<file path="src/rtl/addsub_seq_ctrl.sv">
// addsub_seq_ctrl: nibble-serial add/subtract sequencer.
// A single 4-bit add/sub slice is stepped across WIDTH-bit operands, one
// nibble per cycle and least-significant first, with a registered carry
// chain. Operands arrive over a valid/ready handshake. Results and flags
// leave over a second valid/ready handshake.
module addsub_seq_ctrl #(
   parameter  int NIBBLES = 4,
   localparam int WIDTH   = 4 * NIBBLES
) (
   input  logic             clk,
   input  logic             rst,
   input  logic             in_valid,
   output logic             in_ready,
   input  logic             sub,
   input  logic [WIDTH-1:0] a,
   input  logic [WIDTH-1:0] b,
   output logic             out_valid,
   input  logic             out_ready,
   output logic [WIDTH-1:0] result,
   output logic             cout,
   output logic             ovf,
   output logic             zero
);

   localparam int IDXW = (NIBBLES > 1) ? $clog2(NIBBLES) : 1;
   localparam logic [IDXW-1:0] LAST_IDX = IDXW'(NIBBLES - 1);

   typedef enum logic [1:0] {IDLE, RUN, DONE} state_t;

   state_t           state, state_nxt;
   logic [WIDTH-1:0] a_r, b_r;
   logic             sub_r;
   logic             carry;
   logic [IDXW-1:0]  idx;
   logic [IDXW+1:0]  nib_base;
   logic             accept;
   logic             last;

   logic [3:0]       a_nib, b_nib;
   logic [4:0]       slice_sum;
   logic [3:0]       low_sum;
   logic             c_next;
   logic             c_msb;
   logic [WIDTH-1:0] result_nxt;

   assign nib_base = {idx, 2'b00};
   assign last     = (idx == LAST_IDX);

   // State register.
   always_ff @(posedge clk or posedge rst) begin
      // NOTE: every clocked block uses non-blocking assignments so all
      // registers update together from pre-edge values.
      if (rst) state <= IDLE;
      else     state <= state_nxt;
   end

   // Next-state, handshake outputs and the accept strobe.
   always_comb begin
      // NOTE: every signal gets a default first so no path leaves it
      // unassigned, which would otherwise infer a latch.
      state_nxt = state;
      in_ready  = 1'b0;
      out_valid = 1'b0;
      case (state)
         IDLE: in_ready = 1'b1;
         RUN:  if (last) state_nxt = DONE;
         DONE: begin
            out_valid = 1'b1;
            in_ready  = out_ready;
            if (out_ready) state_nxt = IDLE;
         end
         default: state_nxt = IDLE;
      endcase
      accept = in_valid && in_ready;
      if (accept) state_nxt = RUN;
   end

   // The shared 4-bit slice. The carry register already holds sub_r on
   // nibble 0, so it serves as the carry-in on every nibble.
   always_comb begin
      a_nib      = a_r[nib_base +: 4];
      b_nib      = b_r[nib_base +: 4] ^ {4{sub_r}};
      slice_sum  = {1'b0, a_nib} + {1'b0, b_nib} + {4'b0000, carry};
      low_sum    = {1'b0, a_nib[2:0]} + {1'b0, b_nib[2:0]} + {3'b000, carry};
      c_next     = slice_sum[4];
      c_msb      = low_sum[3];
      result_nxt = result;
      result_nxt[nib_base +: 4] = slice_sum[3:0];
   end

   // Operand capture on accept, then one nibble per RUN cycle. The flags
   // are resolved on the last nibble.
   always_ff @(posedge clk or posedge rst) begin
      if (rst) begin
         a_r    <= '0;
         b_r    <= '0;
         sub_r  <= 1'b0;
         carry  <= 1'b0;
         idx    <= '0;
         result <= '0;
         cout   <= 1'b0;
         ovf    <= 1'b0;
         zero   <= 1'b0;
      end else if (accept) begin
         a_r   <= a;
         b_r   <= b;
         sub_r <= sub;
         carry <= sub;
         idx   <= '0;
      end else if (state == RUN) begin
         result <= result_nxt;
         carry  <= c_next;
         if (last) begin
            cout <= c_next;
            ovf  <= c_msb ^ c_next;
            zero <= (result_nxt == '0);
            idx  <= '0;
         end else begin
            idx <= idx + 1'b1;
         end
      end
   end

endmodule
</file>
<file path="config.mk">
export PLATFORM = sky130hd
export DESIGN_NAME = addsub_seq_ctrl
export DESIGN_NICKNAME = d
export VERILOG_FILES = /design/src/rtl/addsub_seq_ctrl.sv
export SDC_FILE = /design/constraint.sdc
export NUM_CORES = 1
export LEC_CHECK = 0
export ABC_AREA = 1
export BUFFER_PORTS_ARGS = -buffer_cell sky130_fd_sc_hd__clkbuf_2
export CORE_MARGIN = 2
export CORE_UTILIZATION = 55
export DETAILED_ROUTE_END_ITERATION = 10
export GPL_TIMING_DRIVEN = 0
export PLACE_DENSITY = 0.76
export SYNTH_ARGS = -nofsm -noshare
export SYNTH_HDL_FRONTEND = slang
export SYNTH_SLANG_ARGS = --single-unit
</file>
<file path="constraint.sdc">
create_clock -name clk -period 3.5 [get_ports clk]
set_clock_uncertainty 0.05 [all_clocks]
set_input_delay 0.35 -clock clk [delete_from_list [all_inputs] [get_ports clk]]
set_output_delay 0.35 -clock clk [all_outputs]
set_load 0.005 [all_outputs]
</file>
Word-level counts from Yosys, hierarchy flattened
Index checks and enable logic that the tools add are counted.

storage, ports and cells
  register bits after elaboration = 57
  input port bits = 37
  output and inout bits = 21
  logic and storage cells = 48

cells by class
  add/sub/neg operators = 6
  equal/unequal tests = 6
  shift operators = 4
  mux-type cells = 12
  bitwise logic cells = 3
  reduce and logical (&&, ||, !) cells = 7

operator list
  cell                      number
  $shiftx A16 B5 Y4         2
  $bwmux W16                1
  $logic_not A16 Y1         1
  $shift A4 B6 Y16 const A  1
  $shiftx A4 B6 Y16         1
  $mux W2                   6
  $ne A3 B3 Y1 const B      2
  $neg A4 Y6                1
  $pmux W2 S3               1
  $reduce_and A3 Y1         2
  $add A4 B4 Y5             1
  $add A5 B1 Y5             1
  $add A3 B3 Y4             1
  $add A4 B1 Y4             1
  $eq A2 B2 Y1 const B      2
  $xor A4 B4 Y4             1
  $mux W1                   3
  $add A2 B1 Y2 const B     1
  $eq A2 B1 Y1 const B      1
  $logic_not A2 Y1          1
  $ne A2 B2 Y1 const B      1
  $pmux W1 S2               1
  $reduce_and A2 Y1         1
  $reduce_bool A2 Y1        1
  3 further kinds           3

Depth between registers and ports, before layout
  depth in word-level cells = 7
  mapped depth = 18
  gate-level depth less buffers = 17

Least setup slack after synthesis
No wires, ideal clock.

  kind = register to register
  start point = reg idx[0]
  end point = reg zero
  setup time = 0.065 ns
  data arrival time = 2.699 ns
  data required time = 3.385 ns
  setup slack = 0.686 ns
  cell stages (with the launch flop) = 16
  path buffers = 2
  period minus slack after synthesis = 2.814 ns
  cell sequence = dfrtp_1 -> buf_4 -> buf_4 -> o21ai_0 -> o22ai_1 -> xor2_1 -> fa_1 -> fa_1 -> nor2_1 -> a21boi_0 -> nand3_1 -> nor2_1 -> nand2_1 -> nor2_1 -> nand3_1 -> nand2_1

between the ends
  longest elaborated chain between the ends = 7
  elaborated cells on any way between the ends = 12
  those cells by class = add/sub: 3; eq/ne: 1; shift: 4; mux: 1; bitwise: 1; reduce/logical: 2

RTL lines
  item                      line  RTL
  start: declaration        34    logic [IDXW-1:0] idx;
  start signal: assignment  119   idx <= idx + 1'b1;
  $shiftx A16 B5 Y4         82    b_nib = b_r[nib_base +: 4] ^ {4{sub_r}};
  $xor A4 B4 Y4             82
  $add A4 B4 Y5             83    slice_sum = {1'b0, a_nib} + {1'b0, b_nib} + {4'b0000, carry};
  $add A5 B1 Y5             83
  $shiftx A4 B6 Y16         88    result_nxt[nib_base +: 4] = slice_sum[3:0];
  $bwmux W16                88
  $logic_not A16 Y1         116   zero <= (result_nxt == '0);
  end signal: assignment    116
  end: declaration          22    output logic zero

Parallel ways exist; a longest one is shown, timed or not.
A chain may end at the register's enable or synchronous reset.

Final worst setup path
Same ends and word-level chain as after synthesis.

==> results by group <==
Placed design
  – DP Wirelength: approximately 5000 µm
  – Final weighted congestion of routability-driven global placement: between 0.8 and 0.9
  – Number of port buffers: 57
  – Standard cell area after detailed placement: 0.00339 mm²

Logic synthesis
  – Synthesized netlist cell count: between 300 and 400
  – Multiplexer area fraction after synthesis: less than 1%
  – Largest family of logic cells by synthesized area: simple AND/OR/NAND/NOR gates
  – Seq cells post-synth: 57
  – Share of synthesized cell area in and, or, nand and nor gates: between 20% and 30%
  – Synth Area in Adders: about 5.1%
  – Synthesized-area fraction occupied by ao, oa, aoi and oai cells: between 10% and 20%
  – Portion of the post-synthesis area used by sequential elements: 47.7%
  – Mapped Nets: between 400 and 500
  – Number of distinct library cells after synthesis: 27
  – Synthesized area per cell: 7.63 µm²
  – Synthesis Warnings: 0
  – Post-synthesis xor/xnor area fraction: under 10%
  – Cell Area, Synth: 0.00299 mm²

Setup path
  – Nature of the critical path endpoint: flip-flop
  – Required time reported for the critical path endpoint: around 3.7 ns
  – Critical path arrival: about 3.6 ns
  – Maximum fanout count along the critical path: 10
  – Kind of start point of the critical path: flip-flop
  – Category of the critical setup timing path: flip-flop to flip-flop

Worst hold path
  – Path type of the worst min-delay path: primary input to flip-flop

Clock network
  – TritonCTS clock tree: built
  – Largest buffer count on any clock path: 2
  – Number of buffers created by CTS: 9
  – Root buf cell: sky130_fd_sc_hd__clkbuf_8
  – Clock sink count: 57
  – # H-tree levels: 3
  – Clk_lat worst skew: between 0.3 and 0.4 ns
  – Clock transition at the registers of the reported paths: around 0.07 ns

STA
  – Max-Slew Margin vs Limit: between 60% and 70%
  – Maximum clock rate: approximately 0.30 GHz
  – Setup repair after global routing missed its margin: false
  – Tightest hold margin: 0.149 ns
  – Slew @ Worst Pin: 0.460 ns
  – Final critical-path required period: 3.32 ns
  – Share of the cycle needed by the critical path after routing: a little over nine tenths
  – Sum Neg Setup Slack: 0 ns
  – Max-slew violation count: 0
  – Final number of hold-violating endpoints: 0
  – Setup violators final: 0

Final layout
  – Antenna diode instance count: 0
  – Post-layout nets: between 500 and 600
  – Design area: between 0.003 and 0.004 mm²
  – Fill cell count: 438
  – Area added between synthesis and finish: 21.2%
  – Multi-input combinational cell area: between 0.001 and 0.0015 mm²
  – FF+latch area: around 0.0014 mm²
  – Proportion of layout cells with a drive suffix above 1: 18.6%

Run status
  – Run status: complete, no violations

Power and ir drop
  – Reported leakage power: a little under 2 nW
  – Cell-internal power: 2.25 mW
  – Net switching power of the design: about 1.9 mW
  – Proportion of power drawn by the clock network: roughly 17%
  – Power share of the sequential group: between 20% and 30%
  – Proportion of power drawn by combinational gates: a little over half
  – Cell area power density: about 1100 mW/mm²
  – Worst vdd ir: roughly 540 µV
  – Switching fraction of total power: approximately 46%

Drt
  – Antenna-violating nets left: 0
  – Count of vias placed by the detailed router: ~2800
  – Wire length per cell: between 10 and 15 µm
  – Number of violations reported at the end of detailed-routing iteration 0: 190
  – First-pass iteration count of the detailed router: 4
  – DR vias/cell: just over 5
  – Total detailed-routing wirelength: ~7000 µm
  – Number of remaining DRC errors: 0

Die
  – Die Area: slightly above 0.006 mm²
  – Core footprint: 0.00517 mm²
  – Width of the die: roughly 78 µm
  – Starting density of the core: a little under 60%
  – I/O pins: 58
  – # rows: 26
  – Die Span Y: just under 80 µm

Global route
  – GRT Residual Overflow: 0
  – Vias in the first global route: ~2800
  – All-layer global routing usage: about 26%
  – Pin count of the biggest net entering global routing: 39
  – Wire length of the first global-routing pass: 12300 µm
  – Initial antenna violation count: 0

Flow run
  – Max-capacitance violation count: 0
[cells in the final DEF (no fill, tap or decap), types with 2 or more instances in the layout]
master,count
sky130_fd_sc_hd__a31oi_1,11
sky130_fd_sc_hd__buf_4,5
sky130_fd_sc_hd__clkbuf_8,11
sky130_fd_sc_hd__o21ai_0,23
sky130_fd_sc_hd__ha_1,9
sky130_fd_sc_hd__nand3b_1,2
sky130_fd_sc_hd__nand3_1,14
sky130_fd_sc_hd__bufinv_16,2
sky130_fd_sc_hd__a21oi_1,6
sky130_fd_sc_hd__nor2_1,38
sky130_fd_sc_hd__dfrtp_1,56
sky130_fd_sc_hd__o22ai_1,5
sky130_fd_sc_hd__xor2_1,4
sky130_fd_sc_hd__a21boi_0,2
sky130_fd_sc_hd__clkinv_2,2
sky130_fd_sc_hd__fa_1,2
sky130_fd_sc_hd__clkbuf_1,5
sky130_fd_sc_hd__inv_1,35
sky130_fd_sc_hd__clkbuf_2,57
sky130_fd_sc_hd__nand2_1,157
sky130_fd_sc_hd__buf_2,3
sky130_fd_sc_hd__nand4_1,2
sky130_fd_sc_hd__nor3_1,2
[kinds of logic (layout without fill, tap and decap cells)]
| group | count (synthesis) | in the layout |
|---|---|---|
| compound gates | 52 | 52 |
| xor+xnor | 5 | 5 |
| fa+ha+maj | 11 | 11 |
| buf+inv | 51 | 126 |
| flops | 57 | 57 |
| mux | 1 | 1 |
| simple gates | 215 | 215 |
[metal layers]
layer  up-vias  GRT usage [%]  share of wire, %
met3        20           4.65               7.0
met1      1259           32.3                43
li1       1386              -                 -
met2       113           42.7                47
met4         0           14.5               2.7
met5         -              0                 0
[synth_stat cells (all sizes together)]
cell | n | share of area, %
o22ai | 5 | 1.0
xor2 | 4 | 1.2
a32oi | 1 | 0.29
a32o | 1 | 0.33
clkbuf | 5 | 0.63
nand3b | 2 | 0.50
nand3 | 14 | 2.3
nand2 | 157 | 20
clkinv | 1 | 0.13
nor2 | 38 | 4.8
a21boi | 2 | 0.50
fa | 2 | 1.3
mux2 | 1 | 0.38
xnor2 | 1 | 0.29
a31oi | 11 | 2.3
nor3 | 2 | 0.33
o21ai | 24 | 4.1
a22oi | 1 | 0.25
buf | 9 | 1.9
a21oi | 6 | 1.0
o221ai | 1 | 0.29
inv | 36 | 4.5
dfrtp | 57 | 48
nand4 | 2 | 0.42
ha | 9 | 3.8
[area by class of cell]
type / instances / area share (%)
Buffer: 14 / 2.17
Clock buffer: 11 / 4.17
Clock inverter: 5 / 2.14
Inverter: 37 / 3.83
Multi-Input combinational cell: 284 / 37.2
Sequential cell: 57 / 39.3
Tap cell: 70 / 2.41
Timing Repair Buffer: 59 / 8.69
[what timing repair did]
action / 4_1_cts / 5_1_grt
setup endpoints to repair: 0 / 1
buffers inserted: 0 / 0
hold buffers: 1 / 0
endpoints found under the hold margin: 19 / 0
resized for setup: 0 / 2
[stage by stage]
stage / instances / util, % / setup WS [ns] / power (mW)
6_report: 537 / 70.2 / 0.181 / 4.15
4_1_cts: 537 / 70.1 / 0.196 / 4.14
3_3_place_gp: 519 / 65.1 / 0.294 / 3.32
2_1_floorplan: 392 / - / 0.686 / 2.79
3_5_place_dp: 520 / 65.5 / 0.232 / 3.42
5_1_grt: 537 / 70.2 / 0.0112 / 4.56
[flip-flops by register name, indices dropped and copies added, names as in the netlist]
signal and cells:
a_r 16, b_r 16, result 16, idx 2, state 2, carry 1
cout 1, ovf 1, sub_r 1, zero 1
[worst max-delay path, cell delays in order, from the launching register on]
cell and delay, ns:
sky130_fd_sc_hd__dfrtp_1 0.47, sky130_fd_sc_hd__buf_4 0.21, sky130_fd_sc_hd__buf_4 0.19, sky130_fd_sc_hd__o21ai_0 0.10
sky130_fd_sc_hd__o22ai_1 0.27, sky130_fd_sc_hd__xor2_1 0.14, sky130_fd_sc_hd__fa_1 0.42, sky130_fd_sc_hd__fa_1 0.53
sky130_fd_sc_hd__nor2_1 0.08, sky130_fd_sc_hd__a21boi_0 0.25, sky130_fd_sc_hd__nand3_1 0.12, sky130_fd_sc_hd__nor2_1 0.10
sky130_fd_sc_hd__nand2_1 0.05, sky130_fd_sc_hd__nor2_1 0.10, sky130_fd_sc_hd__nand3_1 0.10, sky130_fd_sc_hd__nand2_1 0.07
[power by group through the flow]
stage                     sequential, mW  clock (mW)  combinational (mW)
after floorplan                     1.14           0                1.64
after global placement              1.18           0                2.14
after detailed placement            1.19           0                2.23
after CTS                           1.19       0.704                2.25
after global routing                1.23       0.745                2.58
final                               1.19       0.704                2.26
[path summary, 6_finish.rpt]
check,from,endpoint,slack [ns],cells after the start
setup / recovery,idx[0],zero,0.18,15
hold / removal,a[3],a_r[3],0.15,3
setup reg to reg,idx[0],zero,0.18,15
hold reg to reg,b_r[5],b_r[5],0.43,2
max in group asynchronous,rst,idx[1],2.37,4
min in group asynchronous,rst,a_r[5],0.48,3
Note: power is estimated with default switching activity, not from simulation.
